==> src/rtl/cache_pkg.sv <==
// Shared types and helpers for the cache tag-check stage.
// Optional feature macro: TAG_PARITY_EN (adds an even-parity bit to each stored tag).
package cache_pkg;

    localparam int ENTRIES  = 256;
    localparam int ADDR_W   = 32;
    localparam int OFFSET_W = 6;
    localparam int IDX_W    = $clog2(ENTRIES);
    localparam int TAG_W    = ADDR_W - IDX_W - OFFSET_W;

`ifdef TAG_PARITY_EN
    localparam int PAR_W = 1;
`else
    localparam int PAR_W = 0;
`endif

    localparam int RAM_W = TAG_W + PAR_W;

    typedef enum logic [1:0] {
        IDLE   = 2'd0,
        LOOKUP = 2'd1,
        RESP   = 2'd2
    } lookup_state_e;

    // Set index: the IDX_W bits just above the line offset.
    function automatic logic [IDX_W-1:0] idx_of(input logic [ADDR_W-1:0] addr);
        return addr[OFFSET_W +: IDX_W];
    endfunction

    // Tag: everything above the index.
    function automatic logic [TAG_W-1:0] tag_of(input logic [ADDR_W-1:0] addr);
        return addr[ADDR_W-1 -: TAG_W];
    endfunction

`ifdef TAG_PARITY_EN
    // Parity bit that makes the XOR of tag plus parity equal to zero.
    function automatic logic even_par(input logic [TAG_W-1:0] tag);
        return ^tag;
    endfunction

    // A stored word is good when its overall XOR is zero.
    function automatic logic par_bad(input logic [RAM_W-1:0] word);
        return ^word;
    endfunction
`endif

endpackage

==> src/rtl/tag_valid_array.sv <==
// Per-set valid bits kept in resettable flops, since the tag RAM holds garbage after reset.
module tag_valid_array #(
    parameter int ENTRIES = 256,
    parameter int IDX_W   = $clog2(ENTRIES)
) (
    input  logic             clk,
    input  logic             rst_n,
    input  logic             flush,
    input  logic             set_en,
    input  logic [IDX_W-1:0] set_idx,
    input  logic             clr_en,
    input  logic [IDX_W-1:0] clr_idx,
    input  logic [IDX_W-1:0] rd_idx,
    output logic             rd_valid
);

    logic [ENTRIES-1:0] valid_r;

    // Valid bit update: flush wins over any set/clear issued in the same cycle.
    always_ff @(posedge clk or negedge rst_n) begin
        if (!rst_n) begin
            valid_r <= {ENTRIES{1'b0}};
        end else if (flush) begin
            valid_r <= {ENTRIES{1'b0}};
        end else begin
            if (set_en) begin
                valid_r[set_idx] <= 1'b1;
            end
            if (clr_en) begin
                valid_r[clr_idx] <= 1'b0;
            end
        end
    end

    assign rd_valid = valid_r[rd_idx];

endmodule

==> src/rtl/cache_tag_lookup.sv <==
// Tag-check stage: drives an external 1-cycle tag RAM, answers hit/miss, handles fills and flush.
// Optional feature macro: TAG_PARITY_EN (parity-protected tags, par_err pulse on corruption).
module cache_tag_lookup
    import cache_pkg::*;
(
    input  logic              clk,
    input  logic              rst_n,
    input  logic              req_valid,
    output logic              req_ready,
    input  logic [ADDR_W-1:0] req_addr,
    output logic              resp_valid,
    input  logic              resp_ready,
    output logic              resp_hit,
    output logic [ADDR_W-1:0] resp_addr,
    input  logic              fill_valid,
    output logic              fill_ready,
    input  logic [ADDR_W-1:0] fill_addr,
    input  logic              flush,
    output logic [IDX_W-1:0]  ram_addr,
    output logic              ram_wr,
    output logic [RAM_W-1:0]  ram_tag_in,
    input  logic [RAM_W-1:0]  ram_tag_out,
    output logic              par_err
);

    lookup_state_e     state_r;
    lookup_state_e     next_state_s;
    logic [ADDR_W-1:0] lat_addr_r;
    logic              resp_valid_r;
    logic              resp_hit_r;
    logic              accept_s;
    logic              set_en_s;
    logic              clr_en_s;
    logic              hit_s;
    logic              par_bad_s;
    logic              rd_valid_s;
    logic [IDX_W-1:0]  lat_idx_s;
    logic [TAG_W-1:0]  lat_tag_s;
    logic [RAM_W-1:0]  fill_word_s;

    assign lat_idx_s = idx_of(lat_addr_r);
    assign lat_tag_s = tag_of(lat_addr_r);
    assign accept_s  = (state_r == IDLE) && req_valid && !fill_valid && !flush;

`ifdef TAG_PARITY_EN
    assign fill_word_s = {even_par(tag_of(fill_addr)), tag_of(fill_addr)};
`else
    assign fill_word_s = tag_of(fill_addr);
`endif

    // A parity failure invalidates the offending line so it is refetched.
    assign clr_en_s = par_bad_s;

    tag_valid_array #(
        .ENTRIES (ENTRIES),
        .IDX_W   (IDX_W)
    ) u_valid (
        .clk      (clk),
        .rst_n    (rst_n),
        .flush    (flush),
        .set_en   (set_en_s),
        .set_idx  (idx_of(fill_addr)),
        .clr_en   (clr_en_s),
        .clr_idx  (lat_idx_s),
        .rd_idx   (lat_idx_s),
        .rd_valid (rd_valid_s)
    );

    // Next-state, RAM port control and hit evaluation.
    always_comb begin
        next_state_s = state_r;
        req_ready    = 1'b0;
        fill_ready   = 1'b0;
        ram_wr       = 1'b0;
        ram_addr     = lat_idx_s;
        ram_tag_in   = {RAM_W{1'b0}};
        set_en_s     = 1'b0;
        hit_s        = 1'b0;
        par_bad_s    = 1'b0;
        case (state_r)
            IDLE: begin
                fill_ready = 1'b1;
                req_ready  = !fill_valid && !flush;
                if (fill_valid) begin
                    ram_wr     = 1'b1;
                    ram_addr   = idx_of(fill_addr);
                    ram_tag_in = fill_word_s;
                    set_en_s   = 1'b1;
                end else begin
                    ram_addr = idx_of(req_addr);
                end
                if (accept_s) begin
                    next_state_s = LOOKUP;
                end else begin
                    next_state_s = IDLE;
                end
            end
            LOOKUP: begin
                // A flush in this cycle means the line is already gone.
                hit_s = rd_valid_s && !flush && (ram_tag_out[TAG_W-1:0] == lat_tag_s);
`ifdef TAG_PARITY_EN
                par_bad_s = rd_valid_s && par_bad(ram_tag_out);
                if (par_bad_s) begin
                    hit_s = 1'b0;
                end else begin
                    hit_s = hit_s;
                end
`endif
                next_state_s = RESP;
            end
            RESP: begin
                if (resp_ready) begin
                    next_state_s = IDLE;
                end else begin
                    next_state_s = RESP;
                end
            end
            default: begin
                next_state_s = IDLE;
            end
        endcase
    end

    // FSM state register.
    always_ff @(posedge clk or negedge rst_n) begin
        if (!rst_n) begin
            state_r <= IDLE;
        end else begin
            state_r <= next_state_s;
        end
    end

    // Capture the accepted request address; it doubles as the response address.
    always_ff @(posedge clk or negedge rst_n) begin
        if (!rst_n) begin
            lat_addr_r <= {ADDR_W{1'b0}};
        end else if (accept_s) begin
            lat_addr_r <= req_addr;
        end else begin
            lat_addr_r <= lat_addr_r;
        end
    end

    // Response registers: loaded from LOOKUP, held until the consumer takes them.
    always_ff @(posedge clk or negedge rst_n) begin
        if (!rst_n) begin
            resp_valid_r <= 1'b0;
            resp_hit_r   <= 1'b0;
        end else if (state_r == LOOKUP) begin
            resp_valid_r <= 1'b1;
            resp_hit_r   <= hit_s;
        end else if ((state_r == RESP) && resp_ready) begin
            resp_valid_r <= 1'b0;
            resp_hit_r   <= resp_hit_r;
        end else begin
            resp_valid_r <= resp_valid_r;
            resp_hit_r   <= resp_hit_r;
        end
    end

`ifdef TAG_PARITY_EN
    logic par_err_r;

    // One-cycle pulse for every corrupted valid tag seen in LOOKUP.
    always_ff @(posedge clk or negedge rst_n) begin
        if (!rst_n) begin
            par_err_r <= 1'b0;
        end else begin
            par_err_r <= par_bad_s;
        end
    end

    assign par_err = par_err_r;
`else
    assign par_err = 1'b0;
`endif

    assign resp_valid = resp_valid_r;
    assign resp_hit   = resp_hit_r;
    assign resp_addr  = lat_addr_r;

endmodule
==> config.mk <==
export PLATFORM = sky130hd
export DESIGN_NAME = cache_tag_lookup
export DESIGN_NICKNAME = d
export VERILOG_FILES = /design/src/rtl/cache_pkg.sv /design/src/rtl/tag_valid_array.sv /design/src/rtl/cache_tag_lookup.sv
export SDC_FILE = /design/constraint.sdc
export NUM_CORES = 1
export LEC_CHECK = 0
export BUFFER_PORTS_ARGS = -buffer_cell sky130_fd_sc_hd__buf_2
export CAP_MARGIN = 20
export CORE_MARGIN = 2
export CORE_UTILIZATION = 42
export CTS_CLUSTER_DIAMETER = 40
export DETAILED_ROUTE_END_ITERATION = 10
export PLACE_DENSITY = 0.72
export SYNTH_ARGS = -nofsm -noshare
export SYNTH_HDL_FRONTEND = slang
export SYNTH_SLANG_ARGS = --single-unit
==> constraint.sdc <==
create_clock -name clk -period 3.01 [get_ports clk]
set_clock_uncertainty 0.2 [all_clocks]
set_input_delay 0.4515 -clock clk [delete_from_list [all_inputs] [get_ports clk]]
set_output_delay 0.4515 -clock clk [all_outputs]
set_load 0.01 [all_outputs]
# After elaboration in Yosys (flattened, before gate mapping)
# Index checks and enable logic that the tools add are counted.
# W data, S select, Z words.
dict set report classes {
  magnitude_cmp 3
  n_eq_ne 3
  muxes 19
  bitwise 1
  n_reduce_logical 13
}
# operator n
set op_table {}
lappend op_table {{$mux W256} 2}
lappend op_table {{$or A256 B256 Y256} 1}
lappend op_table {{$mux W18} 2}
lappend op_table {{$eq A18 B18 Y1} 1}
lappend op_table {{$lt A8 B9 Y1 const B} 2}
lappend op_table {{$mux W8} 2}
lappend op_table {{$mux W1} 9}
lappend op_table {{$bmux W1 S8} 1}
lappend op_table {{$demux W1 S8} 1}
lappend op_table {{$ge A8 B1 Y1 const B} 1}
lappend op_table {{$logic_and A1 B1 Y1} 8}
lappend op_table {{$pmux W2 S3} 1}
lappend op_table {{$reduce_bool A2 Y1} 2}
lappend op_table {{$eq A2 B1 Y1 const B} 1}
lappend op_table {{$eq A2 B2 Y1 const B} 1}
lappend op_table {{$logic_not A1 Y1} 2}
lappend op_table {{$logic_not A2 Y1} 1}
lappend op_table {{$mux W2} 1}
dict set report word_totals {
  register_bits 292
  inputBits 88
  output_inout_bits 64
}

# Logic depth before layout (Yosys ltp)
dict set report logic_depth {
  ltp_word 7
  ltp_mapped 11
}

# Cells and area by module
# From an unflattened synthesis, not the netlist that was laid out.
dict set report unflattened {
  cells_unflattened 1359
  hier_area_um2 14666.6
}
# module n_inst cells_each area_each_um2 seq_area_each_um2
set modules_own_cells {}
lappend modules_own_cells {tag_valid_array 1 1199 12672.2 6406.1}
lappend modules_own_cells {cache_tag_lookup 1 160 1994.4 900.9}

# Worst setup path after synthesis
# No wires, ideal clock.
dict set report synth_path {
  path_type {input port to flip-flop}
  from {in fill_valid}
  to {reg lat_addr_r[22] (netlist: resp_addr[22])}
  t_arrival_ps 2039
  setup_slack_ps 646
  stages 6
  n_path_buf 3
  cell_sequence {buf_2 nor4_1 nand2_1 clkbuf_1 buf_1 mux2_2}
}
dict set report synth_via {
  elab_chain_cells 3
}
# item line_no
set synth_lines {}
lappend synth_lines {{from (decl)} cache_tag_lookup.sv:15} ;# input logic fill_valid,
lappend synth_lines {{$logic_not A1 Y1} cache_tag_lookup.sv:43} ;# assign accept_s = (state_r == IDLE) && req_valid && !fill_valid && !flush;
lappend synth_lines {{$logic_and A1 B1 Y1 (2 in series)} cache_tag_lookup.sv:43}
lappend synth_lines {{to (signal assigned)} cache_tag_lookup.sv:136} ;# lat_addr_r <= {ADDR_W{1'b0}};
lappend synth_lines {{to (signal assigned)} cache_tag_lookup.sv:138} ;# lat_addr_r <= req_addr;
lappend synth_lines {{to (signal assigned)} cache_tag_lookup.sv:140} ;# lat_addr_r <= lat_addr_r;
lappend synth_lines {{to (decl)} cache_tag_lookup.sv:28} ;# logic [ADDR_W-1:0] lat_addr_r;
# No other way between the ends.
# A chain may end at the register's enable or synchronous reset.

# Worst setup path in the final report
dict set report layout_path {
  from {reg lat_addr_r[6] (netlist: resp_addr[6])}
  to {reg resp_hit_r (netlist: resp_hit)}
}
dict set report layout_via {
  elab_chain_cells 4
}
# item line_no
set layout_lines {}
lappend layout_lines {{$bmux W1 S8} tag_valid_array.sv:35} ;# assign rd_valid = valid_r[rd_idx];
lappend layout_lines {{$mux W1 (implied by the code)} tag_valid_array.sv:35}
lappend layout_lines {{$logic_and A1 B1 Y1 (2 in series)} cache_tag_lookup.sv:100} ;# hit_s = rd_valid_s && !flush && (ram_tag_out[TAG_W-1:0] == lat_tag_s);
lappend layout_lines {{to (signal assigned)} cache_tag_lookup.sv:151} ;# resp_hit_r <= hit_s;
lappend layout_lines {{to (signal assigned)} cache_tag_lookup.sv:154} ;# resp_hit_r <= resp_hit_r;
lappend layout_lines {{to (signal assigned)} cache_tag_lookup.sv:157} ;# resp_hit_r <= resp_hit_r;
lappend layout_lines {{to (decl)} cache_tag_lookup.sv:30} ;# logic resp_hit_r;
# No other way between the ends. The select of a mux whose other input is x is not followed.

==> results.md <==
- In the final layout, the share of cells above drive strength 1 is 0.255.
- The first detailed-routing pass ran for 5 iterations.
- The width of the chip is 183 um.
- The H-tree generated during clock tree synthesis spans 2 levels.
- The arrival time reported for the critical path endpoint is 3030 ps.
- The switching power of the nets is 2930 uW.
- The worst pin sits at a relative slew slack of 0.132.
- The number of standard cells after synthesis is 1249.
- The maximum frequency from static timing analysis is 352 MHz.
- The number of instances resized during post-cts repair is 0.
- The area added between synthesis and finish is 23.5%.
- The area of the die is 33300 um2.
- In the layout the commonest cells are 293 x sky130_fd_sc_hd__nor2_1, 290 x sky130_fd_sc_hd__dfrtp_1, 259 x sky130_fd_sc_hd__a21oi_1, 142 x sky130_fd_sc_hd__buf_2, 65 x sky130_fd_sc_hd__buf_4.
- For this design, the slowest cell found on the critical path is sky130_fd_sc_hd__dfrtp_4.
- The largest net degree at the start of global routing is 257.
- The floorplan has 65 rows.
- Port buffering added 144 buffers.
- After floorplanning, the core was sized to cover 31500 um2.
- The total buffers and inverters traversed by the critical path is 2.
- Using the TritonRoute via totals, the vias-per-cell ratio works out to 5.84.
- The maximum ir drop on the vdd rail is 351 uV.
- The wire length after detailed routing is 39700 um.
- The xor and xnor fraction of the mapped netlist area is 0.0118.
- The standby leakage power is 0.00778 uW.
- The maximum root-to-sink buffer count is 3.
- The combinational cell fraction of total power is 0.161.
- Of the total synthesized cell area, the portion taken by full adders, half adders and majority gates is 0.
- The signal on the critical path passes through buf_4 > buf_4 > mux4_2 > a22o_1 > nor3_1 > a21oi_1 > nand4_1 > o211ai_2.
- The final HPWL from detailed placement is 25300 um.
- The initial core utilization is 0.425.
- The TritonCTS clock tree is built.
- STA puts the critical path data required time at 3200 ps.
- After routing the design area is 16500 um2.
- The total setup buffers inserted after CTS is 0.
- The number of antenna violations at the first check in global routing is 2.
- In this run the power density over the cells is 649 nW/um2.
- The total number of yosys warnings is 0.
- The hold violation total from the final report is 0.
- The overall fraction of global-route tracks in use is 0.238.
- The synthesized area divided by synthesized cell count is 10.7 um2.
- In this run the cell area of the synthesized design comes to 13400 um2.
- The multiplexer area fraction after synthesis is 0.148.
- Summed over all instances, the cell type with the most area after synthesis is sky130_fd_sc_hd__dfrtp_1.
- The combinational family with the most area after synthesis is multiplexers.
- The residual overflow from global routing is 0.
- The most used flip-flop cell after synthesis is sky130_fd_sc_hd__dfrtp_1.
- Setup repair after global routing left no endpoint under its margin.
- The share of total power dissipated in sequential elements is 0.395.
- Clock latency on the worst-skew pair, taken at its later pin, is 520 ps.
- The die extent in y is 183 um.
- By area the synthesized netlist is led by sky130_fd_sc_hd__dfrtp_1 55%, sky130_fd_sc_hd__a21oi_1 9.7%, sky130_fd_sc_hd__nor2_1 8.2%, sky130_fd_sc_hd__mux4_2 6.6%, sky130_fd_sc_hd__mux4_1 3.1%.
- The category of cells accounting for the largest share of critical-path delay is flip-flops.
- The post-synthesis share of cell area spent on and, or, nand and nor gates is 0.127.
- Along the worst path, the maximum fanout reaches 17.
- After detailed routing, the average wire length per cell comes to 21.2 um.
- Synthesis produced a netlist with a net count of 1337.
- The congestion estimate from routability-driven global placement came to 0.875.
- The DRC violation count after routing is 0.
- The portion of synthesized cell area occupied by the leading cell type is 0.546.
- The routed layout has 10.9k vias.
- The fraction of registers with async set or reset after synthesis is 1.00.
- The final-layout setup total negative slack is 0 ps.
- The instance area at placement is 14800 um2.
- The worst path needs 2840 ps of the cycle, external delays included.
- The number of maximum-capacitance constraint violations is 0.
- The post-layout net count is 1530.
- Yosys mapped the design onto 54 distinct sky130hd cell types.
- The kind of end point of the critical path is a flop.
- Leaving out fill and tap cells, the most frequent cell in the layout is sky130_fd_sc_hd__nor2_1.
- At the pin with the least slew margin, the transition time is 1300 ps.
- The count of antenna-violating nets left after detailed routing is 0.
- The max-slew violation count came to 0.
- Of the total power, the clock network draws 0.444.
- The via count of the first global-routing pass was 11.0k.
- Synthesis inferred 292 register bits.
- Cell internal power was estimated by the tool at 7800 uW.
- The worst hold path belongs to the class in -> reg.
- For this design, the sink count on the clock tree is 292.
- The flow ran to the end, and the final reports show no timing, DRC or antenna violations.
- The number of setup violations in the final report is 0.
- The number of enable flip-flop cells after synthesis is 0.
- The cell sitting at the root of the clock tree is a sky130_fd_sc_hd__clkbuf_16.
- The sequential share of the synthesized area is 0.546.
- The switching portion of total power is 0.273.
- The final critical-path share of the clock period is 0.943.
- The first-pass GRT wire length is 62000 um.
- The DRC violation total after the first TritonRoute iteration is 1239.
- On the worst path, the slowest cell contributes a delay of 690 ps.
- The compound-gate portion of the synthesized area is 0.129.
- The worst setup path is launched from a flop.
- Among the stages of the critical path, the cell type that occurs most often is sky130_fd_sc_hd__buf_4.
- The total I/O pin count is 152.
- The type of the setup path with the least slack is reg -> reg.
- The number of clock buffers inserted by TritonCTS is 39.
- After clock tree synthesis, the clock-pin slew on the worst setup and hold paths is 60 ps.
==> path summary, 6_finish.rpt <==
path	cells past startpoint	endpoint	startpoint	slack [ps]
worst min-delay path	2	resp_addr[6]	req_addr[6]	10
max in group asynchronous	3	resp_addr[6]	rst_n	1450
min in group asynchronous	2	u_valid.valid_r[64]	rst_n	310
worst min register to register	2	u_valid.valid_r[92]	u_valid.valid_r[92]	290
worst max-delay path	8	resp_hit	resp_addr[6]	170
worst max register to register	8	resp_hit	resp_addr[6]	170
==> cell usage after synthesis, types with 2 or more instances <==
master / n
sky130_fd_sc_hd__o221ai_2: 2
sky130_fd_sc_hd__o221ai_1: 6
sky130_fd_sc_hd__buf_1: 2
sky130_fd_sc_hd__clkinv_1: 2
sky130_fd_sc_hd__nand2_1: 22
sky130_fd_sc_hd__a31oi_1: 9
sky130_fd_sc_hd__inv_1: 5
sky130_fd_sc_hd__xnor2_1: 2
sky130_fd_sc_hd__a22o_1: 2
sky130_fd_sc_hd__buf_4: 2
sky130_fd_sc_hd__nor2b_1: 8
sky130_fd_sc_hd__mux2i_1: 32
sky130_fd_sc_hd__buf_6: 3
sky130_fd_sc_hd__a21oi_1: 259
sky130_fd_sc_hd__nand3b_1: 2
sky130_fd_sc_hd__o2111ai_1: 3
sky130_fd_sc_hd__and3_1: 22
sky130_fd_sc_hd__nor3_1: 17
sky130_fd_sc_hd__xor2_1: 16
sky130_fd_sc_hd__clkbuf_1: 78
sky130_fd_sc_hd__o22ai_1: 4
sky130_fd_sc_hd__nand4_1: 3
sky130_fd_sc_hd__nor2_1: 293
sky130_fd_sc_hd__buf_2: 8
sky130_fd_sc_hd__a22oi_1: 6
sky130_fd_sc_hd__buf_12: 4
sky130_fd_sc_hd__mux4_2: 39
sky130_fd_sc_hd__a211oi_1: 5
sky130_fd_sc_hd__dfrtp_1: 292
sky130_fd_sc_hd__a2111oi_2: 2
sky130_fd_sc_hd__nand3_1: 8
sky130_fd_sc_hd__mux2_2: 32
sky130_fd_sc_hd__nor4_1: 7
sky130_fd_sc_hd__nand2b_1: 11
sky130_fd_sc_hd__mux4_1: 16
sky130_fd_sc_hd__o21ai_0: 7
==> area by class of cell <==
class                   instances  area, um2
diodes                          2       5.00
clock buffers                  46       1080
clock inverters                22        275
fillers                      2686      14900
inverters                       8       30.0
multi-input cells             851       5590
flip-flops and latches        292       7310
well taps                     402        503
repair buffers                250       1730
==> stage by stage <==
stage / util / hold slack, ps / instances / setup slack (ps) / power [uW]
after floorplan: - / -44.1 / 1249 / 646 / 5250
after global placement: 0.472 / 249 / 1771 / 238 / 5950
after detailed placement: 0.472 / 256 / 1771 / 224 / 5970
after CTS: 0.525 / 8.65 / 1871 / 209 / 10800
after global routing: 0.525 / 10.4 / 1871 / 89.3 / 11100
final: 0.525 / 14.5 / 1873 / 171 / 10700
==> flip-flops by register name (all words and copies together), names as in the netlist <==
signal and count:
resp_hit 1, u_valid.valid_r 256, resp_valid 1, resp_addr 32
state_r 2
==> cell families (layout without fill, tap and decap cells) <==
group           Yosys count  count (layout)
flops                   292             292
buf+inv                 106             326
xor+xnor                 18              18
other cells               1               3
compound gates          313             313
simple gates            400             400
mux                     119             119
==> what timing repair did <==
action / CTS / global route
endpoints found under the setup margin: 0 / 0
hold endpoints to repair: 94 / 0
hold buffers: 32 / 0
==> power groups by stage <==
stage,clock (uW),sequential [uW],combinational [uW]
floorplan,0,4260,986
global placement,0,4290,1660
detailed placement,0,4300,1670
CTS,4820,4230,1710
global route,5010,4240,1840
finish,4770,4230,1730
==> layer usage <==
layer	track usage	vias to the layer above	wire (um)
met3	0.0477	113	3300
met2	0.392	561	18800
li1	-	4806	-
met4	0.0955	0	1550
met5	0	-	0
met1	0.311	5464	16100
Note: power is estimated with default switching activity, not from simulation.
